### config.mk
export PLATFORM = sky130hd
export DESIGN_NAME = note_recorder
export DESIGN_NICKNAME = d
export VERILOG_FILES = /design/src/rtl/piano_pkg.sv /design/src/rtl/note_recorder_tick_gen.sv /design/src/rtl/note_recorder.sv
export SDC_FILE = /design/constraint.sdc
export NUM_CORES = 1
export LEC_CHECK = 0
export BUFFER_PORTS_ARGS = -buffer_cell sky130_fd_sc_hd__clkbuf_2
export CAP_MARGIN = 15
export CORE_UTILIZATION = 28
export CTS_BUF_LIST = sky130_fd_sc_hd__clkbuf_2 sky130_fd_sc_hd__clkbuf_4 sky130_fd_sc_hd__clkbuf_8
export CTS_CLUSTER_DIAMETER = 60
export DETAILED_ROUTE_END_ITERATION = 6
export PLACE_DENSITY = 0.4
export SLEW_MARGIN = 15
export SYNTH_ARGS = -nofsm -noshare
export SYNTH_HDL_FRONTEND = slang
export SYNTH_SLANG_ARGS = --single-unit
### constraint.sdc
create_clock -name clk -period 12.4 [get_ports clk]
set_clock_uncertainty 0.05 [all_clocks]
set_input_delay 0 -clock clk [delete_from_list [all_inputs] [get_ports clk]]
set_output_delay 0 -clock clk [all_outputs]
set_load 0.05 [all_outputs]
### src/rtl/piano_pkg.sv
// rtl/piano_pkg.sv - shared types and helpers for the piano record/playback path
// Contents: recorder state encoding, note-code width and rest code, and the
//           lowest-key-wins key encoder used by the live and record paths.
package piano_pkg;

    localparam int NOTE_W   = 4;
    localparam int MAX_KEYS = 15;

    typedef logic [NOTE_W-1:0] note_t;

    localparam note_t NOTE_REST = '0;

    typedef enum logic [1:0] {
        ST_IDLE = 2'd0,
        ST_REC  = 2'd1,
        ST_PLAY = 2'd2
    } state_t;

    // Lowest-index pressed key wins; no key pressed is a rest.
    function automatic note_t encode_keys(input logic [MAX_KEYS-1:0] k);
        note_t n;
        n = NOTE_REST;
        for (int i = MAX_KEYS - 1; i >= 0; i--) begin
            if (k[i]) n = note_t'(i + 1);
        end
        return n;
    endfunction

endpackage

### src/rtl/note_recorder_tick_gen.sv
// rtl/note_recorder_tick_gen.sv - free-running tick divider with synchronous clear
// Ports: clk, reset (async, active-high), clr (restart count at 0),
//        tick (high on the final count TICK_DIV-1, suppressed while clr).
module tick_gen #(
    parameter int TICK_DIV = 5000000
) (
    input  logic clk,
    input  logic reset,
    input  logic clr,
    output logic tick
);

    localparam int CW = (TICK_DIV > 1) ? $clog2(TICK_DIV) : 1;
    localparam logic [CW-1:0] LAST = CW'(TICK_DIV - 1);

    logic [CW-1:0] r_cnt;

    always_ff @(posedge clk or posedge reset) begin
        if (reset) begin
            r_cnt <= '0;
        end else if (clr || r_cnt == LAST) begin
            r_cnt <= '0;
        end else begin
            r_cnt <= r_cnt + 1'b1;
        end
    end

    assign tick = (r_cnt == LAST) && !clr;

endmodule

### src/rtl/note_recorder.sv
// rtl/note_recorder.sv - record/playback engine for the mini piano tone stage
// Ports: clk, reset (async, active-high); keys/octave live inputs;
//        rec_start/play_start/stop command pulses, loop_en playback wrap;
//        note_out/octave_out to the tone stage, state_out, count, full,
//        led_out (one-hot of note_out).
module note_recorder #(
    parameter int N_KEYS   = 7,
    parameter int OCT_W    = 2,
    parameter int DEPTH    = 64,
    parameter int DUR_W    = 8,
    parameter int TICK_DIV = 5000000
) (
    input  logic                     clk,
    input  logic                     reset,
    input  logic [N_KEYS-1:0]        keys,
    input  logic [OCT_W-1:0]         octave,
    input  logic                     rec_start,
    input  logic                     play_start,
    input  logic                     stop,
    input  logic                     loop_en,
    output logic [3:0]               note_out,
    output logic [OCT_W-1:0]         octave_out,
    output logic [1:0]               state_out,
    output logic [$clog2(DEPTH):0]   count,
    output logic                     full,
    output logic [N_KEYS-1:0]        led_out
);
    import piano_pkg::*;

    localparam int AW = $clog2(DEPTH);
    localparam int CW = AW + 1;
    localparam logic [CW-1:0]    CNT_FULL = CW'(DEPTH);
    localparam logic [CW-1:0]    CNT_LAST = CW'(DEPTH - 1);
    localparam logic [DUR_W-1:0] DUR_MAX  = '1;
    localparam logic [DUR_W-1:0] DUR_ONE  = DUR_W'(1);

    typedef struct packed {
        note_t             note;
        logic [OCT_W-1:0]  oct;
        logic [DUR_W-1:0]  dur;
    } event_t;

    state_t           r_state;
    event_t           r_mem [DEPTH];
    event_t           r_hold;
    event_t           r_rd;
    logic [CW-1:0]    r_count;
    logic [AW-1:0]    r_idx;
    logic [DUR_W-1:0] r_pdur;

    note_t            w_note;
    event_t           w_sample;
    logic             w_tick, w_clr, w_rec_go, w_play_go;
    logic             w_extend, w_drop, w_we, w_last, w_pend;
    logic [AW-1:0]    w_raddr;

    assign w_note = encode_keys(MAX_KEYS'(keys));

    tick_gen #(.TICK_DIV(TICK_DIV)) u_tick (
        .clk   (clk),
        .reset (reset),
        .clr   (w_clr),
        .tick  (w_tick)
    );

    always_comb begin
        w_sample      = '0;
        w_sample.note = w_note;
        w_sample.oct  = octave;
        w_sample.dur  = DUR_ONE;

        // stop outranks rec_start, which outranks play_start
        w_rec_go  = !stop && rec_start && r_state == ST_IDLE;
        w_play_go = !stop && !rec_start && play_start && r_state == ST_IDLE && r_count != '0;
        w_clr     = (stop && r_state != ST_IDLE) || w_rec_go || w_play_go;

        w_extend = w_sample.note == r_hold.note && w_sample.oct == r_hold.oct && r_hold.dur != DUR_MAX;
        // a rest held before anything is stored is replaced, never committed
        w_drop   = r_count == '0 && r_hold.note == NOTE_REST;

        w_we = 1'b0;
        if (r_state == ST_REC && !stop && w_tick && !w_extend && !w_drop) w_we = 1'b1;
        if (r_state == ST_REC && stop && r_hold.note != NOTE_REST && r_count != CNT_FULL) w_we = 1'b1;

        w_last = r_idx == AW'(r_count - 1'b1);
        w_pend = r_state == ST_PLAY && !stop && w_tick && r_pdur == r_rd.dur - 1'b1;

        // read address runs one step ahead so the entry is ready when idx moves
        w_raddr = r_idx;
        if (w_play_go)   w_raddr = '0;
        else if (w_pend) w_raddr = w_last ? '0 : r_idx + 1'b1;
    end

    always_ff @(posedge clk) begin
        if (w_we) r_mem[r_count[AW-1:0]] <= r_hold;
        r_rd <= r_mem[w_raddr];
    end

    always_ff @(posedge clk or posedge reset) begin
        if (reset) begin
            r_state    <= ST_IDLE;
            note_out   <= NOTE_REST;
            octave_out <= '0;
            r_count    <= '0;
            full       <= 1'b0;
            r_hold     <= '0;
            r_idx      <= '0;
            r_pdur     <= '0;
        end else begin
            if (r_state == ST_PLAY) begin
                note_out   <= r_rd.note;
                octave_out <= r_rd.oct;
            end else begin
                note_out   <= w_note;
                octave_out <= octave;
            end

            if (w_we) r_count <= r_count + 1'b1;

            case (r_state)
                ST_IDLE: begin
                    if (w_rec_go) begin
                        r_state <= ST_REC;
                        r_count <= '0;
                        full    <= 1'b0;
                        r_hold  <= w_sample;
                    end else if (w_play_go) begin
                        r_state <= ST_PLAY;
                        r_idx   <= '0;
                        r_pdur  <= '0;
                    end
                end
                ST_REC: begin
                    if (stop) begin
                        r_state <= ST_IDLE;
                    end else if (w_tick) begin
                        if (w_extend) begin
                            r_hold.dur <= r_hold.dur + 1'b1;
                        end else begin
                            r_hold <= w_sample;
                            if (!w_drop && r_count == CNT_LAST) begin
                                full    <= 1'b1;
                                r_state <= ST_IDLE;
                            end
                        end
                    end
                end
                ST_PLAY: begin
                    if (stop) begin
                        r_state <= ST_IDLE;
                    end else if (w_pend) begin
                        r_pdur <= '0;
                        if (!w_last)     r_idx   <= r_idx + 1'b1;
                        else if (loop_en) r_idx  <= '0;
                        else             r_state <= ST_IDLE;
                    end else if (w_tick) begin
                        r_pdur <= r_pdur + 1'b1;
                    end
                end
                default: r_state <= ST_IDLE;
            endcase
        end
    end

    assign state_out = r_state;
    assign count     = r_count;

    always_comb begin
        led_out = '0;
        for (int i = 0; i < N_KEYS; i++) begin
            if (note_out == note_t'(i + 1)) led_out[i] = 1'b1;
        end
    end

endmodule

# Word-level counts from Yosys, hierarchy flattened
# Memory sizes are Yosys's and may differ from the RTL's. A register that Yosys moved wholly into a read port is not among the register bits.
# Index checks and enable logic that the tools add are counted.
totals:
  output_inout_bits: 23
  wordCells: 161
  ram_bits: 896
  mem_count: 1
  regBits: 67
classes:
  n_mux: 63
  n_addsub: 7
  eq_ne: 35
  reduce_logical: 44
mem_list:
  columns: ["name", "words", "word_bits", "read_ports", "rd_ports_with_merged_regs", "wr", "line", "source"]
  rows:
  - ["r_mem", 64, 14, 1, 1, 1, "note_recorder.sv:44", "event_t r_mem [DEPTH];"]
ops:
  columns: ["op", "n"]
  rows:
  - ["6-bit two-way mux", 10]
  - ["8-bit two-way mux", 6]
  - ["14-bit two-way mux", 3]
  - ["4-bit two-way mux", 7]
  - ["14-bit one-hot mux with 2 select lines", 1]
  - ["3-bit != test (second input constant)", 8]
  - ["23-bit by 1-bit adder with 23-bit output (second input constant)", 1]
  - ["23-bit equality test (second input constant)", 1]
  - ["23-bit two-way mux", 1]
  - ["1-bit logical AND", 22]
  - ["2-bit two-way mux", 11]
  - ["7-bit two-way mux", 3]
  - ["8-bit by 1-bit adder with 8-bit output (second input constant)", 2]
  - ["4-bit by 3-bit equality test with 1-bit output (second input constant)", 4]
  - ["1-bit two-way mux", 16]
  - ["2-bit != test (second input constant)", 8]
  - ["8-bit one-hot mux with 2 select lines", 1]
  - ["6-bit one-hot mux with 2 select lines", 1]
  - ["6-bit AND reduction", 2]
  - ["5-bit AND reduction", 2]
  - ["4-bit by 2-bit equality test with 1-bit output (second input constant)", 2]
  - ["8-bit equality test", 1]
  - ["8-bit != test (second input constant)", 1]
  - ["8-bit by 1-bit subtractor with 8-bit output (second input constant)", 1]
  - ["26 further kinds", 34]

# Depth between registers and ports, before layout
logic_depth:
  depth_word: 18
  mapped_depth: 19
  mapped_depth_nobuf: 13

# Cells and area by module
# Synthesis repeated with hierarchy kept, for this count alone.
hier_totals:
  hier_cells: 2610
  area_unflattened_um2: 37110.6
by_module_without_submodules:
  columns: ["module", "area_each_um2", "cells_each", "seq_area_each_um2", "n_inst"]
  rows:
  - ["note_recorder", 35942.0, 2485, 26295.2, 1]
  - ["tick_gen", 1168.6, 125, 575.6, 1]

# Worst setup path before layout
# No wires, ideal clock.
synth_timing:
  path_type: "reg-to-reg"
  startpoint: "register r_count[0] (netlist: count[0])"
  endpoint: "register r_rd[6] (netlist name)"
  path_stages_with_launch: 16
  period_less_slack_ns: 4.419
  n_path_buf: 2
  setup_slack_ns: 7.981
  required_ns: 12.216
  arrival_time_ns: 4.235
  cell_sequence: "dfrtp_1 inv_1 ha_1 and2_1 a211oi_1 o31ai_1 and2_1 clkbuf_1 a211oi_2 a32oi_2 nor2_1 buf_1 mux2i_1 a211oi_1 or4_1 or4_1"
synth_via:
  elab_chain_len: 9
synth_rtl:
  columns: ["element", "line", "source"]
  rows:
  - ["from (decl)", "note_recorder.sv:47", "logic [CW-1:0] r_count;"]
  - ["from (signal assigned)", "note_recorder.sv:118", "if (w_we) r_count <= r_count + 1'b1;"]
  - ["parallel branches: the longest is 8 deep, another holds 6-bit by 1-bit subtractor with 6-bit output", null, null]
  - ["6-bit two-way mux *", "note_recorder.sv:90", "if (w_play_go) w_raddr = '0;"]
# Mark *: on every way between the ends.
# A chain may end at the register's enable or synchronous reset.

# Final worst setup path
layout_timing:
  startpoint: "register r_count[0] (netlist: count[0])"
  endpoint: "register r_rd[5] (netlist name)"
layout_via:
  elab_chain_len: 9
layout_rtl:
  columns: ["element", "line"]
  rows:
  - ["parallel branches: the longest is 8 deep, another holds 6-bit by 1-bit subtractor with 6-bit output", null]
  - ["6-bit two-way mux *", "note_recorder.sv:90"]
# Marks and branches as above.

==> qor.csv <==
metric;value;unit
Logic pwr share;9.9;%
IO Count;38;
max cap viols;0;
number of synthesized flops with an enable pin;832;
Die H;371;um
fin crit period;6.54;ns
post-synthesis async set-or-reset flop share;7.14;%
final wirelength;126000;um
Syn Nets;2652;
Post-DP HPWL;74200;um
CP required;13.08;ns
starting density of the core;28.4;%
Critical Path End Type;register;
All-Layer GR Usage;18.2;%
P_sw;0.00188;W
crit path kind;register to register;
Hold Slack;0.0896;ns
TNS Setup;0;ns
first-pass GRT wire length;179000;um
htree depth;4;
clk slew on worst S/H paths;0.06;ns
Clk pwr share;38.6;%
number of synthesized register bits;910;
synth top area cells;edfxtp_1 (66%), mux2i_1 (6.9%), dfrtp_1 (4.3%);
vias per std cell;5.19;
WP data arrival;7.22;ns
Pint;0.00514;W
Critical Path Start Type;register;
Post-synth top flop;edfxtp_1;
CTS buffer count;159;
clk_lat worst skew;0.86;ns
area grow syn2layout;15.6;%
GRT Residual Overflow;0;
fmax;153;MHz
core footprint;134000;um^2
area of the multi-input gates;10600;um^2
post-route ant nets;0;
final hold vios;0;
most common cell after layout, fill and taps aside;edfxtp_1;
pwr/cell area;160;nW/um^2
RSZ-0062 raised after global routing;false;
clock tree from TritonCTS;done;
Post-Syn Area;38000;um^2
DRC viols;0;
vias in the first global route;23753;
Least-Margin Pin Slew;1.22;ns
antenna violations before repair;8;
Cell Rows;134;
clk buf depth;3;
sequential-to-total area share from yosys stat;70.7;%
Filler cells;13113;
leakage power;15.6;nW
Yosys top cell area share;65.7;%
clk root buf;clkbuf_8;
1st-iter DRT viols;2181;
most frequent cells in the layout;edfxtp_1 (832), mux2i_1 (263), nand3_1 (190);
Register Area;26900;um^2
Tot Pwr;0.00702;W
CTS sink cnt;910;
pin count of the biggest net entering global routing;122;
Die Wd;371;um
Hold WC Path Type;input port to register;
Sw Share;26.8;%
Slew HR;18.6;%
Die ar.;137000;um^2
drt pass-1 iters;6;
Slew Viols, Final;0;
status;finished, final reports clean;
Seq pwr share;51.5;%
fin nets;2781;
# port buffers;36;
wire per inst;27.1;um
Synth Warn #;0;
ratio of cells with drive above 1 in the final layout;16.6;%
Avg Inst Size Synth;14.5;um^2
Unique masters post-synth;75;
post-CTS setup repair buffer count;0;
endpoints failing setup;0;
Max VDD drop;0.115;mV
Synth Instances;2629;
Routability Congestion;0.860;
via count;24115;
Max FO, Critical Path;16;
crit share post-route;52.8;%
cell taking the most area after synthesis;edfxtp_1;
-- final timing paths --
kind / from / end / slack, ns / cells past startpoint
max: count[0] / r_rd[5] / 5.86 / 13
min: keys[3] / r_hold[2] / 0.09 / 8
max reg2reg: count[0] / r_rd[5] / 5.86 / 13
min reg2reg: r_rd[10] / note_out[0] / 0.42 / 1
max in group asynchronous: reset / r_hold[4] / 11.14 / 5
min in group asynchronous: reset / count[3] / 0.43 / 5
-- area by class of cell --
type / count / area share [%]
repair buffers: 152 / 2.57
clock inverters: 68 / 1.06
flip-flops and latches: 910 / 61.1
multi-input cells: 1516 / 24.2
diodes: 7 / 0.0398
clock buffers: 202 / 5.80
well taps: 1768 / 5.03
inverters: 19 / 0.162
-- per-stage QoR --
stage	instance area, um^2	setup WS (ns)	util [%]	cells
2_1_floorplan	38000	7.98	-	2629
3_3_place_gp	40700	6.05	30.3	4338
3_5_place_dp	40700	6.00	30.3	4338
4_1_cts	43900	5.94	32.8	4634
5_1_grt	44000	5.62	32.8	4637
6_report	44000	5.86	32.8	4642
-- layer usage --
layer	up-vias	global-route usage, %	wire [um]
met4	0	5.33	2900
met3	181	3.17	7210
met5	-	0	0
met2	862	28.6	58200
li1	10582	-	-
met1	12490	25.6	57600
-- worst max-delay path: stages (launching register included) --
cell       delay [ns]
dfrtp_1          0.48
inv_1            0.23
ha_1             0.19
or4b_1           0.48
o2111ai_1        0.22
nand3b_1         0.18
nand4b_1         0.32
a21oi_2          0.70
a211oi_1         0.45
nor2_1           0.76
or3_1            0.88
a211oi_1         0.24
or4_1            0.70
or4_1            0.50
-- registers in the layout, indices dropped and copies added (netlist names) --
name          cells
r_mem           832
u_tick.r_cnt     23
r_hold           13
r_rd             13
r_pdur            8
count             7
r_idx             6
note_out          3
octave_out        2
state_out         2
full              1
-- power groups by stage --
stage,clock [W],sequential (W),combinational [W]
global route,0.00291,0.00362,0.000736
global placement,0,0.00367,0.000674
CTS,0.00279,0.00361,0.000696
finish,0.00271,0.00362,0.000693
floorplan,0,0.00373,0.000258
detailed placement,0,0.00368,0.000683
-- synthesized netlist by cell type (all sizes together), types with 19 or more instances --
library cell,count
nand4,48
or3,22
a311oi,24
o21ai,137
nand3,190
clkbuf,107
edfxtp,832
xnor2,20
mux2i,263
mux2,31
a211oi,110
a21oi,37
nor2,107
dfrtp,65
nand2,154
o2111ai,23
inv,19
xor2,26
nor3,35
and3,81
buf,77
or4,24
-- logic make-up after synthesis --
| logic type | count (synthesis) | share of synthesized area, % |
|---|---|---|
| compound gates | 443 | 8.21 |
| xor+xnor | 46 | 1.06 |
| fa+ha+maj | 8 | 0.263 |
| buf+inv | 203 | 2.31 |
| flops | 910 | 70.7 |
| mux | 294 | 7.84 |
| other cells | 1 | 0.00986 |
| simple gates | 724 | 9.65 |
-- what timing repair did --
action                                 in CTS  in global routing
gates resized for setup                     0                  0
endpoints found under the hold margin     128                  0
setup endpoints to repair                   0                  0
hold buffers                               26                  0
No activity file was read; power rests on OpenSTA's default activity.
